`src/rtl/uriscv_muldiv.sv`:
```
// Iterative RV-M multiply/divide unit: shift-add multiply and restoring divide,
// one result bit per clock, fixed WIDTH-cycle latency with a valid/ready handshake.
module uriscv_muldiv #(
  parameter int WIDTH = 32,
  parameter int CNT_W = 6
) (
  input  logic             clk_i,
  input  logic             rst_i,
  input  logic             valid_i,
  output logic             ready_o,
  input  logic [2:0]       op_i,
  input  logic [WIDTH-1:0] a_i,
  input  logic [WIDTH-1:0] b_i,
  input  logic             flush_i,
  output logic             valid_o,
  output logic [WIDTH-1:0] result_o,
  input  logic             ready_i
);

  localparam logic [1:0] S_IDLE = 2'd0;
  localparam logic [1:0] S_RUN  = 2'd1;
  localparam logic [1:0] S_DONE = 2'd2;
  localparam logic [CNT_W-1:0] LAST_IT = CNT_W'(WIDTH - 1);

  logic [1:0]         state_q, state_d;
  logic [CNT_W-1:0]   cnt_q, cnt_d;
  logic [2*WIDTH-1:0] acc_q, acc_d;
  logic [WIDTH-1:0]   opb_q, opb_d;
  logic [WIDTH-1:0]   result_q, result_d;
  logic [2:0]         op_q, op_d;
  logic               neg_q, neg_d;
  logic               rneg_q, rneg_d;
  logic               divz_q, divz_d;

  function automatic logic [WIDTH-1:0] cond_neg(input logic [WIDTH-1:0] v, input logic neg);
    return neg ? (~v + 1'b1) : v;
  endfunction

  function automatic logic [2*WIDTH-1:0] cond_neg_wide(input logic [2*WIDTH-1:0] v,
                                                        input logic neg);
    return neg ? (~v + 1'b1) : v;
  endfunction

  logic signed [WIDTH-1:0] a_s, b_s;
  logic                    a_sgn, b_sgn, a_neg, b_neg;
  logic [WIDTH-1:0]        a_mag, b_mag;

  assign a_s = a_i;
  assign b_s = b_i;

  always_comb begin
    a_sgn = 1'b0;
    b_sgn = 1'b0;
    case (op_i)
      3'd0, 3'd1, 3'd4, 3'd6: begin a_sgn = 1'b1; b_sgn = 1'b1; end
      3'd2:                   a_sgn = 1'b1;
      default:                ;
    endcase
  end

  assign a_neg = a_sgn && (a_s < 0);
  assign b_neg = b_sgn && (b_s < 0);
  assign a_mag = cond_neg(a_i, a_neg);
  assign b_mag = cond_neg(b_i, b_neg);

  // One iteration of each algorithm; acc holds {hi, lo} = {partial/remainder, multiplier/quotient}
  logic [WIDTH:0]     mul_sum, div_sh, div_diff;
  logic [2*WIDTH-1:0] mul_next, div_next, iter_next, prod;
  logic [WIDTH-1:0]   quo, rem, mul_res, div_res, fin_res;

  assign mul_sum  = {1'b0, acc_q[2*WIDTH-1:WIDTH]} + (acc_q[0] ? {1'b0, opb_q} : '0);
  assign mul_next = {mul_sum, acc_q[WIDTH-1:1]};
  assign div_sh   = {acc_q[2*WIDTH-1:WIDTH], acc_q[WIDTH-1]};
  assign div_diff = div_sh - {1'b0, opb_q};
  assign div_next = div_diff[WIDTH] ? {div_sh[WIDTH-1:0], acc_q[WIDTH-2:0], 1'b0}
                                    : {div_diff[WIDTH-1:0], acc_q[WIDTH-2:0], 1'b1};
  assign iter_next = op_q[2] ? div_next : mul_next;

  // Sign fix-up on the final iteration; divide-by-zero quotient is forced to all ones
  assign prod    = cond_neg_wide(iter_next, neg_q);
  assign mul_res = (op_q[1:0] == 2'd0) ? prod[WIDTH-1:0] : prod[2*WIDTH-1:WIDTH];
  assign quo     = divz_q ? '1 : cond_neg(iter_next[WIDTH-1:0], neg_q);
  assign rem     = cond_neg(iter_next[2*WIDTH-1:WIDTH], rneg_q);
  assign div_res = op_q[1] ? rem : quo;
  assign fin_res = op_q[2] ? div_res : mul_res;

  always_comb begin
    state_d  = state_q;
    cnt_d    = cnt_q;
    acc_d    = acc_q;
    opb_d    = opb_q;
    op_d     = op_q;
    neg_d    = neg_q;
    rneg_d   = rneg_q;
    divz_d   = divz_q;
    result_d = result_q;
    case (state_q)
      S_IDLE: begin
        if (valid_i) begin
          state_d = S_RUN;
          cnt_d   = '0;
          op_d    = op_i;
          neg_d   = a_neg ^ b_neg;
          rneg_d  = a_neg;
          divz_d  = (b_i == '0);
          if (op_i[2]) begin
            acc_d = {{WIDTH{1'b0}}, a_mag};
            opb_d = b_mag;
          end else begin
            acc_d = {{WIDTH{1'b0}}, b_mag};
            opb_d = a_mag;
          end
        end
      end
      S_RUN: begin
        acc_d = iter_next;
        cnt_d = cnt_q + 1'b1;
        if (cnt_q == LAST_IT) begin
          result_d = fin_res;
          state_d  = S_DONE;
        end
      end
      S_DONE: begin
        if (ready_i) state_d = S_IDLE;
      end
      default: state_d = S_IDLE;
    endcase
    if (flush_i) state_d = S_IDLE;
  end

  always_ff @(posedge clk_i) begin
    if (rst_i) begin
      state_q  <= S_IDLE;
      cnt_q    <= '0;
      acc_q    <= '0;
      opb_q    <= '0;
      op_q     <= '0;
      neg_q    <= 1'b0;
      rneg_q   <= 1'b0;
      divz_q   <= 1'b0;
      result_q <= '0;
    end else begin
      state_q  <= state_d;
      cnt_q    <= cnt_d;
      acc_q    <= acc_d;
      opb_q    <= opb_d;
      op_q     <= op_d;
      neg_q    <= neg_d;
      rneg_q   <= rneg_d;
      divz_q   <= divz_d;
      result_q <= result_d;
    end
  end

  assign ready_o  = (state_q == S_IDLE);
  assign valid_o  = (state_q == S_DONE);
  assign result_o = result_q;

endmodule

```
`config.mk`:
```
export PLATFORM = sky130hd
export DESIGN_NAME = uriscv_muldiv
export DESIGN_NICKNAME = d
export VERILOG_FILES = /design/src/rtl/uriscv_muldiv.sv
export SDC_FILE = /design/constraint.sdc
export NUM_CORES = 1
export LEC_CHECK = 0
export ABC_CLOCK_PERIOD_IN_PS = 7700
export CAP_MARGIN = 10
export CORE_MARGIN = 2
export CORE_UTILIZATION = 30
export DETAILED_ROUTE_END_ITERATION = 10
export PLACE_DENSITY = 0.51
export RECOVER_POWER = 100
export SLEW_MARGIN = 20
export SYNTH_ARGS = -nofsm -noshare
export SYNTH_HDL_FRONTEND = slang
export SYNTH_SLANG_ARGS = --single-unit
```
`constraint.sdc`:
```
create_clock -name clk_i -period 7.7 [get_ports clk_i]
set_input_delay 1.54 -clock clk_i [delete_from_list [all_inputs] [get_ports clk_i]]
set_output_delay 1.54 -clock clk_i [all_outputs]
set_load 0.01 [all_outputs]
```
==> reports/results.ini <==
[run_status]
run_status=finished with violations
violations=capacitance limit, slew limit

[detailed_routing]
routed_wirelength_mm=72.3
via_per_inst=5.91
first_pass_iters=6
drc=0
ant_nets=0
vias=18124
drtIter0Drc=1866
wl_per_cell_um=23.6

[synthesis]
syn-instance-count=2349
syn_nets=2492
synth-seq-cells=142
seq_area_frac_synth_pct=17.8
yosys.area_share.simple_pct=26.4
muxShareOfSynthArea_pct=3.43
synth_area_um2=16000
ys_types=90
synth_edf_count=0
syn_area_per_cell_um2=6.80
yosysWarnings=0
synth-adder-area-share_pct=5.65
synth_compound_area_share_pct=31.2
async_reset_ff_share_pct=0
synth-main-ff-cell=dfxtp_1
synth_top_family_by_area=compound AO/OA/AOI/OAI gates
synthXorXnorAreaFrac_pct=9.92

[cells_and_area]
nNetsFinal=2506
mostFrequentLayoutCells=nand2_1, nor2_1, a21oi_1
layout.cells.most_common=nand2_1
drive_above_1_share_pct=5.68
area_delta_synth_final_pct=13.6
nFillCells=5656

[grt]
grt_pass1_wl_mm=107
first_global_vias=16527
antenna_found_initial=3
grt_overflow=0
grt_max_degree=94
grt_usage_pct=25.3

[sta]
relSlewSlack_pct=-202
setup_viol=0
fin_skew_ns=0.0156
period_minus_slack_ns=6.89
hold_violations=0
post-route-period-util_pct=89.5
tightest_slew_ns=4.54
finalSetupTns_ns=0
grt_setup_unrepaired=false
fin_ws_ns=0.812
fmax_mhz=145
final_max_slew_viol_count=198

[placed_design]
place_congestion=0.962
place_ws_ns=1.30
hpwl_mm=56.0
io_buffer_count=105

[clock_tree]
clk_latency_ns=0.48
cts-buffers-inserted=17
cts_tree=yes
cts_buffer_depth=2
cts.clk_slew.worst_paths_ns=0.07
cts-root-buf=clkbuf_16
cts_resized=0
postCtsSetupBuffers=0
cts.sinks=142
postCtsHoldBufs=0
cts.htree.levels=4

[power_and_ir_drop]
pwr_density_cell_nw_per_um2=147
p_switching_mw=1.13
pwr-share-comb_pct=38.1
p_sw_share_pct=42.5
seqPwrFrac_pct=30.6
internal-power_mw=1.53
clkPwrFrac_pct=31.2
p_leak_nw=6.81
ir_drop_mv=0.140

[floorplanning]
boundaryPins=106
rows=84
die_y_um=235
start_util_pct=30.3
die_w_um=235
coreArea_um2=52700
dieArea_um2=55100

[critical_path]
cp_cell_sequence=inv_1 -> ha_1 -> inv_1 -> fa_1 -> a211oi_1 -> o211a_1 -> nor4_1 -> o21a_1 -> o21ai_1 -> nand3_1 -> a21boi_0 -> ha_1 -> o21ai_0 -> nor2_1 -> nand4b_1 -> or4_1 -> or2_2 -> nor3_1 -> nand2_1 -> o21ai_0 -> xnor2_1 -> a21oi_1 -> a211oi_1
worstPathArrival_ns=7.03
required_ns=7.84
critical-path-max-stage-delay_ns=0.70
r2r-start=acc_q[31]$_SDFFE_PP0P_
crit_start=acc_q[31]$_SDFFE_PP0P_
crit_path_end_kind=flip-flop
worst_path_max_delay_cell=nor4_1
path_class=flip-flop to flip-flop
setup.worst_path.start_class=flip-flop
crit_path_max_fanout=10

[worst_hold_path]
holdCritStartpoint=result_o[2]$_SDFFE_PP0P_
min_path_type=flip-flop to flip-flop

[job]
cap_violations=3

-- cell usage after synthesis, types with 10 or more instances --
library cell	number	area [um2]
a21o_1	28	210
xnor2_1	94	823
a211oi_1	35	263
nand2b_1	19	119
buf_2	23	115
or4_1	10	75.1
o21ai_0	147	736
inv_1	73	274
a221oi_1	25	219
nand2_1	276	1040
nor4_1	24	150
a21boi_0	12	90.1
or2_2	19	119
nor2b_1	11	68.8
a31oi_1	46	288
or3_1	22	138
buf_1	14	52.6
a22oi_1	14	105
o211ai_1	50	375
mux2i_1	39	390
nand3_1	62	310
and2_1	39	244
a21oi_1	229	1150
ha_1	69	863
nor3_1	82	410
mux2_2	14	158
dfxtp_1	142	2840
o21a_1	13	97.6
xor2_1	87	762
clkbuf_1	116	435
nor2_1	271	1020
nand4_1	27	169
o31ai_1	42	315
-- metal layers --
| layer | GRT usage, % | routed length, um |
|---|---|---|
| met4 | 11.8 | 3320 |
| met3 | 4.21 | 5780 |
| met1 | 34.6 | 31800 |
| met5 | 0 | 18 |
| met2 | 38.7 | 31400 |
-- logic make-up (layout without fill, tap and decap cells) --
kind of cell	after synthesis	in the layout
AO/OA/AOI/OAI	770	770
adder cells (fa/ha/maj)	71	71
buffers and inverters	228	255
XOR/XNOR	181	181
flip-flops	142	142
multiplexers	53	53
AND/OR/NAND/NOR	904	904
other	0	3
-- per-stage QoR --
step / utilization [%] / hold slack [ns] / power, mW / instances / area, um2
after floorplan: - / 0.440 / 1.46 / 2349 / 16000
after global placement: 33.5 / 0.445 / 1.82 / 3032 / 17600
after detailed placement: 33.5 / 0.450 / 1.83 / 3032 / 17600
after CTS: 34.5 / 0.460 / 2.66 / 3064 / 18200
after global routing: 34.5 / 0.480 / 2.79 / 3064 / 18100
final: 34.5 / 0.453 / 2.67 / 3067 / 18200
-- area by class of cell --
class	count	area [um2]	share of cell area [%]
multi-input combinational	1979	12200	67.5
sequential	142	2850	15.7
timing repair buffer	149	1360	7.48
tap	688	861	4.74
clock buffer	18	429	2.36
inverter	74	278	1.53
clock inverter	14	124	0.682
antenna	3	7.51	0.0414
-- power by group through the flow --
stage | logic, mW | clock network (mW) | registers, mW
floorplan | 0.656 | 0 | 0.806
global placement | 0.995 | 0 | 0.830
detailed placement | 0.994 | 0 | 0.832
CTS | 0.998 | 0.846 | 0.815
global route | 1.09 | 0.870 | 0.822
finish | 1.02 | 0.833 | 0.817
-- final timing paths --
path                               end  slack (ns)  cells after the start
min reg2reg   result_o[2]$_SDFFE_PP0P_        0.45                      2
max          result_o[24]$_SDFFE_PP0P_        0.81                     23
min           result_o[2]$_SDFFE_PP0P_        0.45                      2
max reg2reg  result_o[24]$_SDFFE_PP0P_        0.81                     23
-- critical path, delay by kind of cell, from the launching register on --
kind,cells,cell delay (ns)
and+or+nand+nor,8,3.22
AOI/OAI and AO/OA,9,1.98
buffers and inverters,2,0.14
adders and majority gates,3,0.67
DFF,1,0.45
xor gates and xnor gates,1,0.09
-- state kept, by name, summed over array words and instances, names as in the netlist, 2 cells and up --
name      cells
cnt_q         6
result_o     32
state_q       2
op_q          3
opb_q        32
acc_q        64
No activity file was read; power rests on OpenSTA's default activity.
